===== config.mk =====
export PLATFORM = sky130hd
export DESIGN_NAME = slc3_fetch_prefetch_flat
export DESIGN_NICKNAME = d
export VERILOG_FILES = /design/src/rtl/slc3_fetch_prefetch_if.sv /design/src/rtl/slc3_fetch_prefetch.sv /design/src/flat_wrapper.sv
export SDC_FILE = /design/constraint.sdc
export NUM_CORES = 1
export LEC_CHECK = 0
export BUFFER_PORTS_ARGS = -buffer_cell sky130_fd_sc_hd__buf_4
export CAP_MARGIN = 20
export CORE_UTILIZATION = 56
export CTS_CLUSTER_DIAMETER = 150
export CTS_CLUSTER_SIZE = 10
export DETAILED_ROUTE_END_ITERATION = 7
export MAX_ROUTING_LAYER = met4
export PLACE_DENSITY_LB_ADDON = 0.1
export SETUP_SLACK_MARGIN = 0.1
export SLEW_MARGIN = 20
export SYNTH_ARGS = -nofsm -noshare
export SYNTH_HDL_FRONTEND = slang
export SYNTH_SLANG_ARGS = --single-unit

===== constraint.sdc =====
create_clock -name Clk -period 4.35 [get_ports Clk]
set_input_delay 0.435 -clock Clk [delete_from_list [all_inputs] [get_ports Clk]]
set_output_delay 0.435 -clock Clk [all_outputs]
set_load 0.05 [all_outputs]

===== src/rtl/slc3_fetch_prefetch_if.sv =====
// rtl/slc3_fetch_prefetch_if.sv - memory read port between the fetch unit and the memory controller
interface slc3_fetch_prefetch_if #(
  parameter int DATA_W = 16,
  parameter int ADDR_W = 16
);
  logic              mem_rd;
  logic [ADDR_W-1:0] mem_addr;
  logic              mem_ready;
  logic [DATA_W-1:0] mem_rdata;

  modport master (
    output mem_rd,
    output mem_addr,
    input  mem_ready,
    input  mem_rdata
  );

  modport slave (
    input  mem_rd,
    input  mem_addr,
    output mem_ready,
    output mem_rdata
  );
endinterface


===== src/rtl/slc3_fetch_prefetch.sv =====
// rtl/slc3_fetch_prefetch.sv - SLC-3 instruction fetch with prefetch queue, redirect and single-step
module slc3_fetch_prefetch #(
  parameter int                DATA_W   = 16,
  parameter int                ADDR_W   = 16,
  parameter int                DEPTH    = 4,
  parameter logic [ADDR_W-1:0] RESET_PC = '0
) (
  input  logic                  Clk,
  input  logic                  Reset,
  input  logic                  Run,
  input  logic                  Continue,
  input  logic                  step_mode,
  input  logic                  redirect_valid,
  input  logic [ADDR_W-1:0]     redirect_pc,
  input  logic                  ir_take,
  slc3_fetch_prefetch_if.master mem,
  output logic [ADDR_W-1:0]     PC,
  output logic [ADDR_W-1:0]     MAR,
  output logic [DATA_W-1:0]     MDR,
  output logic [DATA_W-1:0]     IR,
  output logic [ADDR_W-1:0]     ir_pc,
  output logic                  ir_valid,
  output logic                  halted
);

  localparam int PTR_W = $clog2(DEPTH);
  localparam int CNT_W = $clog2(DEPTH + 1);
  localparam logic [CNT_W-1:0] DEPTH_C = CNT_W'(DEPTH);

  // IDLE: no read in flight. FETCH: read in flight, still prefetching.
  // DRAIN: read in flight but no further issue (Run low or queue full).
  typedef enum logic [1:0] {IDLE, FETCH, DRAIN} state_t;

  state_t state, state_n;

  logic [ADDR_W-1:0] q_addr [DEPTH];
  logic [DATA_W-1:0] q_data [DEPTH];
  logic [PTR_W-1:0]  wr_ptr, rd_ptr;
  logic [CNT_W-1:0]  count, count_after;

  logic discard;
  logic credit, credit_n;
  logic run_q, cont_q;
  logic halted_n;

  logic outstanding, completing, push, take, step_block, load, issue, out_n;
  logic run_rise, cont_rise;

  // A read is in flight exactly when the FSM is not idle; MAR is the bus address.
  assign outstanding  = (state != IDLE);
  assign mem.mem_rd   = outstanding;
  assign mem.mem_addr = MAR;

  // Next-state and per-cycle control decisions.
  always_comb begin
    state_n     = state;
    completing  = 1'b0;
    push        = 1'b0;
    take        = 1'b0;
    step_block  = 1'b0;
    load        = 1'b0;
    issue       = 1'b0;
    out_n       = 1'b0;
    run_rise    = 1'b0;
    cont_rise   = 1'b0;
    credit_n    = credit;
    halted_n    = 1'b0;
    count_after = count;

    completing = outstanding && mem.mem_ready;
    // Data from a read issued before a redirect is stale and never enters the queue.
    push       = completing && !discard && !redirect_valid;
    take       = ir_take && ir_valid;
    step_block = step_mode && !credit;
    load       = (count != '0) && (!ir_valid || take) && !step_block && !redirect_valid;

    count_after = count + CNT_W'(push) - CNT_W'(load);

    // The new read must still fit once everything already fetched is queued.
    issue = Run && !redirect_valid && (!outstanding || mem.mem_ready) &&
            (count_after < DEPTH_C);

    out_n = issue || (outstanding && !mem.mem_ready);
    if (!out_n)
      state_n = IDLE;
    else if (Run && (count_after != DEPTH_C))
      state_n = FETCH;
    else
      state_n = DRAIN;

    run_rise  = Run && !run_q;
    cont_rise = Continue && !cont_q;
    if (run_rise || cont_rise)
      credit_n = 1'b1;
    else if (load)
      credit_n = 1'b0;

    halted_n = step_mode && Run && !credit_n;
  end

  // FSM state register.
  always_ff @(posedge Clk) begin
    if (Reset)
      state <= IDLE;
    else
      state <= state_n;
  end

  // Queue storage; contents are don't-care while the entry is not counted.
  always_ff @(posedge Clk) begin
    if (!Reset && push) begin
      q_addr[wr_ptr] <= MAR;
      q_data[wr_ptr] <= mem.mem_rdata;
    end
  end

  // PC/MAR/MDR, queue pointers, IR slot and step-mode bookkeeping.
  always_ff @(posedge Clk) begin
    if (Reset) begin
      PC       <= RESET_PC;
      MAR      <= '0;
      MDR      <= '0;
      IR       <= '0;
      ir_pc    <= '0;
      ir_valid <= 1'b0;
      halted   <= 1'b0;
      wr_ptr   <= '0;
      rd_ptr   <= '0;
      count    <= '0;
      discard  <= 1'b0;
      credit   <= 1'b0;
      run_q    <= 1'b0;
      cont_q   <= 1'b0;
    end else begin
      run_q  <= Run;
      cont_q <= Continue;
      credit <= credit_n;
      halted <= halted_n;

      if (redirect_valid)
        PC <= redirect_pc;
      else if (issue)
        PC <= PC + ADDR_W'(1);

      if (issue)
        MAR <= PC;

      if (completing)
        MDR <= mem.mem_rdata;

      if (completing)
        discard <= 1'b0;
      else if (redirect_valid && outstanding)
        discard <= 1'b1;

      if (redirect_valid) begin
        wr_ptr <= '0;
        rd_ptr <= '0;
        count  <= '0;
      end else begin
        if (push)
          wr_ptr <= wr_ptr + PTR_W'(1);
        if (load)
          rd_ptr <= rd_ptr + PTR_W'(1);
        count <= count_after;
      end

      if (redirect_valid) begin
        ir_valid <= 1'b0;
      end else if (load) begin
        IR       <= q_data[rd_ptr];
        ir_pc    <= q_addr[rd_ptr];
        ir_valid <= 1'b1;
      end else if (take) begin
        ir_valid <= 1'b0;
      end
    end
  end

endmodule


===== src/flat_wrapper.sv =====
// flat-port wrapper written by rule: the top's interface ports become plain ports
module slc3_fetch_prefetch_flat 
#(
  parameter int                DATA_W   = 16,
  parameter int                ADDR_W   = 16,
  parameter int                DEPTH    = 4,
  parameter logic [ADDR_W-1:0] RESET_PC = '0
)
  (Clk, Reset, Run, Continue, step_mode, redirect_valid, redirect_pc, ir_take, PC, MAR, MDR, IR, ir_pc, ir_valid, halted, mem_mem_rd, mem_mem_addr, mem_mem_ready, mem_mem_rdata);
  slc3_fetch_prefetch_if #(.DATA_W(DATA_W), .ADDR_W(ADDR_W)) mem_i ();
  input  logic Clk;
  input  logic Reset;
  input  logic Run;
  input  logic Continue;
  input  logic step_mode;
  input  logic redirect_valid;
  input  logic [ADDR_W-1:0] redirect_pc;
  input  logic ir_take;
  output logic [ADDR_W-1:0] PC;
  output logic [ADDR_W-1:0] MAR;
  output logic [DATA_W-1:0] MDR;
  output logic [DATA_W-1:0] IR;
  output logic [ADDR_W-1:0] ir_pc;
  output logic ir_valid;
  output logic halted;
  output wire logic [$bits(mem_i.mem_rd)-1:0] mem_mem_rd;
  output wire logic [$bits(mem_i.mem_addr)-1:0] mem_mem_addr;
  input wire logic [$bits(mem_i.mem_ready)-1:0] mem_mem_ready;
  input wire logic [$bits(mem_i.mem_rdata)-1:0] mem_mem_rdata;
  assign mem_mem_rd = mem_i.mem_rd;
  assign mem_mem_addr = mem_i.mem_addr;
  assign mem_i.mem_ready = mem_mem_ready;
  assign mem_i.mem_rdata = mem_mem_rdata;
  slc3_fetch_prefetch #(.DATA_W(DATA_W), .ADDR_W(ADDR_W), .DEPTH(DEPTH), .RESET_PC(RESET_PC)) u_core (.Clk(Clk), .Reset(Reset), .Run(Run), .Continue(Continue), .step_mode(step_mode), .redirect_valid(redirect_valid), .redirect_pc(redirect_pc), .ir_take(ir_take), .mem(mem_i), .PC(PC), .MAR(MAR), .MDR(MDR), .IR(IR), .ir_pc(ir_pc), .ir_valid(ir_valid), .halted(halted));
endmodule

==> key figures <==
CTS
  – Clock Path Buffers: 3
  – Worst-path clk slew: 0.05 ns
  – Hold_buf cts: 0
  – Clock sinks: 223
  – CTS root buf: clkbuf_16
  – Num CTS Buffers: 26
  – Post-CTS Resized: 0
  – Htree depth: 1
  – Latest clock arrival within the worst-skew pair: ~0.5 ns
  – Post-CTS Setup Bufs: 0
  – CTS tree: built

Timing
  – Max_slew headroom: 31.5%
  – Final hold vios: 0
  – Fmax: 283 MHz
  – RSZ-0062 raised after global routing: false
  – Final cycle utilization of the critical path: between 80% and 90%
  – Setup violations, final: 0
  – Fin. max-slew vios: 0
  – Clock skew: 0.0117 ns
  – Setup TNS: 0 ns
  – Worst slew pin tran: 1.03 ns
  – Tmin final: roughly 3.5 ns

Critical path
  – Max FO, Critical Path: 18
  – Worst EP arrival: slightly below 4 ns
  – Worst Setup Path Type: register to register
  – Setup crit start kind: register
  – Worst flop-to-flop path endpoint: u_core.PC[8]$_SDFFE_PP0P_
  – FF-to-FF setup slack: between 0.8 and 0.9 ns
  – CP Data Required Time: 4.76 ns
  – R2r worst-path depth: 8
  – Nature of the critical path endpoint: register
  – Reg2Reg Launch Point: u_core.state[1]$_SDFF_PP0_

Die
  – CORE AREA: 15200 µm²
  – Die area: approximately 16000 µm²
  – Initial Util: 57.3%
  – I/O Pins: 139
  – Die height: 127 µm
  – Die width: ~130 µm
  – Row count: 45

Global route
  – Largest net degree at the start of global routing: 98
  – GRT Total Usage: 24.2%
  – Global-route wire length before repair: 28800 µm
  – Global route overflow: 0
  – Vias in the first global route: 5326
  – Antenna violations before repair: 0

Synthesis
  – Post-synthesis register bit count: 223
  – Top-area cell type share of the netlist area: roughly 44%
  – Async S/R FF share, synth: 0%
  – Syn Nets: 670
  – Sequential fraction of the synthesis area: 66.0%
  – Yosys top cell by area: edfxtp_1
  – Avg Synthesized Cell Area: 14.0 µm²
  – YS warnings: 0
  – Number of flops mapped to enable cells by yosys: 128
  – Largest cells by area after synthesis: edfxtp_1 44%, dfxtp_1 22%, mux4_2 8.3%, mux2i_1 5.7%, nor2_1 3.1%
  – Synthesized area: 8710 µm²
  – Cell variety after synth: 45
  – Gate Count Post-Synth: 622
  – Main synth FF type: edfxtp_1

Placed design
  – Placed Cells: around 900
  – Routability congestion estimate: 0.828
  – Detailed Place HPWL: 10800 µm
  – IO buf count: between 100 and 150

Route
  – Vias per cell: 5.71
  – Avg WL per Cell: slightly below 20 µm
  – Total number of vias: between 5000 and 6000
  – Total Wirelength: roughly 18000 µm
  – TritonRoute pass-1 iters: 4
  – Residual DRC: 0
  – Post-DRT Antenna Nets: 0
  – Initial DRC Count: 230

Power
  – Pwr dens: 432 nW/µm²
  – Sw Pwr: 1.03 mW
  – P_int: about 3.5 mW
  – Clock network power share: 42.7%
  – Combinational share of power: 6.6%
  – Register share of total power: 50.7%
  – P_leak: 3.91 nW
  – Overall power: 4.53 mW
  – Peak supply drop: around 0.28 mV
  – Switching Share: about 23%

Hold path
  – Worst Hold End: u_core.q_data[2][3]$_DFFE_PP_
  – Hold crit path type: input port to register
  – Worst Hold Path Cells: 1
  – Hold path startpoint: mem_mem_rdata[3]

Layout
  – Core Util, Final: roughly 70%
  – Synthesis-to-finish area growth: 20.5%
  – Share of cells above drive strength 1: 28.3%
  – Multi-input combinational cell area: ~2600 µm²
  – ANT cells: 0
  – Number of fill cells: 1113
  – Final non-filler cell total: 948
  – Register area: 5750 µm²
  – Final nets: 789

Run
  – # Max-Cap Violations: 0

Outcome
  – Status: finished, final reports clean
how the worst max path moves through the flow:
stage,cells past startpoint,from,slack [ns],endpoint
2_1_floorplan,14,u_core.ir_valid$_SDFFE_PP0P_,0.83,u_core.MAR[7]$_SDFFE_PP0P_
3_3_place_gp,11,redirect_valid,0.88,u_core.PC[8]$_SDFFE_PP0P_
3_5_place_dp,11,redirect_valid,0.77,u_core.PC[8]$_SDFFE_PP0P_
4_1_cts,8,u_core.state[1]$_SDFF_PP0_,0.77,u_core.PC[8]$_SDFFE_PP0P_
5_1_grt,8,u_core.state[1]$_SDFF_PP0_,0.50,u_core.PC[8]$_SDFFE_PP0P_
6_report,8,u_core.state[1]$_SDFF_PP0_,0.82,u_core.PC[8]$_SDFFE_PP0P_
power groups by stage:
stage | sequential (mW) | clock, mW | combinational [mW]
6_report | 2.30 | 1.94 | 0.299
5_1_grt | 2.30 | 2.06 | 0.318
4_1_cts | 2.30 | 1.97 | 0.300
3_5_place_dp | 2.34 | 0 | 0.300
3_3_place_gp | 2.34 | 0 | 0.294
2_1_floorplan | 2.41 | 0 | 0.121
cells in the mapped netlist (2+ instances only):
cell type / n
a211oi_1: 6
a21oi_1: 24
a311oi_1: 5
and2_1: 7
and3_1: 4
and4_1: 4
buf_1: 3
buf_2: 7
buf_4: 20
clkbuf_1: 20
dfxtp_1: 95
edfxtp_1: 128
ha_1: 7
inv_1: 12
mux2i_1: 50
mux4_2: 32
nand2_1: 43
nand3_1: 14
nand4_1: 5
nand4_4: 2
nor2_1: 72
nor2b_1: 3
nor3_1: 7
nor3b_1: 4
nor4_1: 2
o21ai_0: 8
o31ai_1: 4
or2_2: 2
or3_1: 7
or4_1: 5
xnor2_1: 3
xor2_1: 4
placed cells by master (no fill, tap or decap), drive strengths merged, types with 5 or more instances in the layout:
cell type,Yosys,layout
buf,31,142
edfxtp,128,128
dfxtp,95,95
nor2,72,72
mux2i,50,50
clkbuf,20,46
nand2,43,43
mux4,32,32
a21oi,24,24
nand3,14,14
inv,13,14
o21ai,9,9
nor3,7,7
or3,7,7
ha,7,7
nand4,7,7
and2,7,7
a211oi,6,6
or4,5,5
a311oi,5,5
critical path: stages (launching register included):
cell	delay (ns)
dfxtp_1	0.33
o21ai_2	0.77
nor3_1	0.25
ha_1	0.27
fa_1	0.42
xor3_2	0.44
nand4_4	0.17
or4_1	0.51
a311oi_1	0.27
per-stage QoR:
stage / worst slack (ns) / area [µm²] / hold slack [ns]
2_1_floorplan: 0.829 / 8710 / 0.497
3_3_place_gp: 0.883 / 9740 / 0.443
3_5_place_dp: 0.771 / 9740 / 0.453
4_1_cts: 0.771 / 10500 / 0.124
5_1_grt: 0.498 / 10500 / 0.122
6_report: 0.819 / 10500 / 0.136
logic make-up (layout without fill, tap and decap cells):
logic type      after synthesis  in the layout  share of synthesized area, %
compound gates               53             53                          3.71
fa+ha+maj                     8              8                          1.24
simple gates                184            184                          10.3
buf+inv                      64            202                          3.81
flops                       223            223                          66.0
xor+xnor                      8              8                         0.991
mux                          82             82                          14.0
registers in the layout (all words and copies together), names as in the netlist:
register and cells:
u_core.discard 1, u_core.q_addr 64, u_core.state 2, u_core.ir_valid 1, u_core.MAR 16, u_core.run_q 1
u_core.IR 16, u_core.ir_pc 16, u_core.halted 1, u_core.credit 1, u_core.wr_ptr 2, u_core.cont_q 1
u_core.rd_ptr 2, u_core.count 3, u_core.MDR 16, u_core.q_data 64, u_core.PC 16
routing by layer:
layer | routed length (µm) | GRT usage (%)
met5 | 0 | -
met4 | 361 | 7.56
met3 | 965 | 3.71
met2 | 8910 | 39.1
met1 | 8100 | 31.9
area by class of cell:
| type | count | area share [%] |
|---|---|---|
| Sequential cell | 223 | 54.8 |
| Multi-Input combinational cell | 335 | 25.2 |
| Timing Repair Buffer | 142 | 10.2 |
| Clock buffer | 46 | 7.12 |
| Tap cell | 188 | 2.24 |
| Inverter | 13 | 0.465 |
| Clock inverter | 1 | 0.0834 |
(Power assumes the default switching activity.)
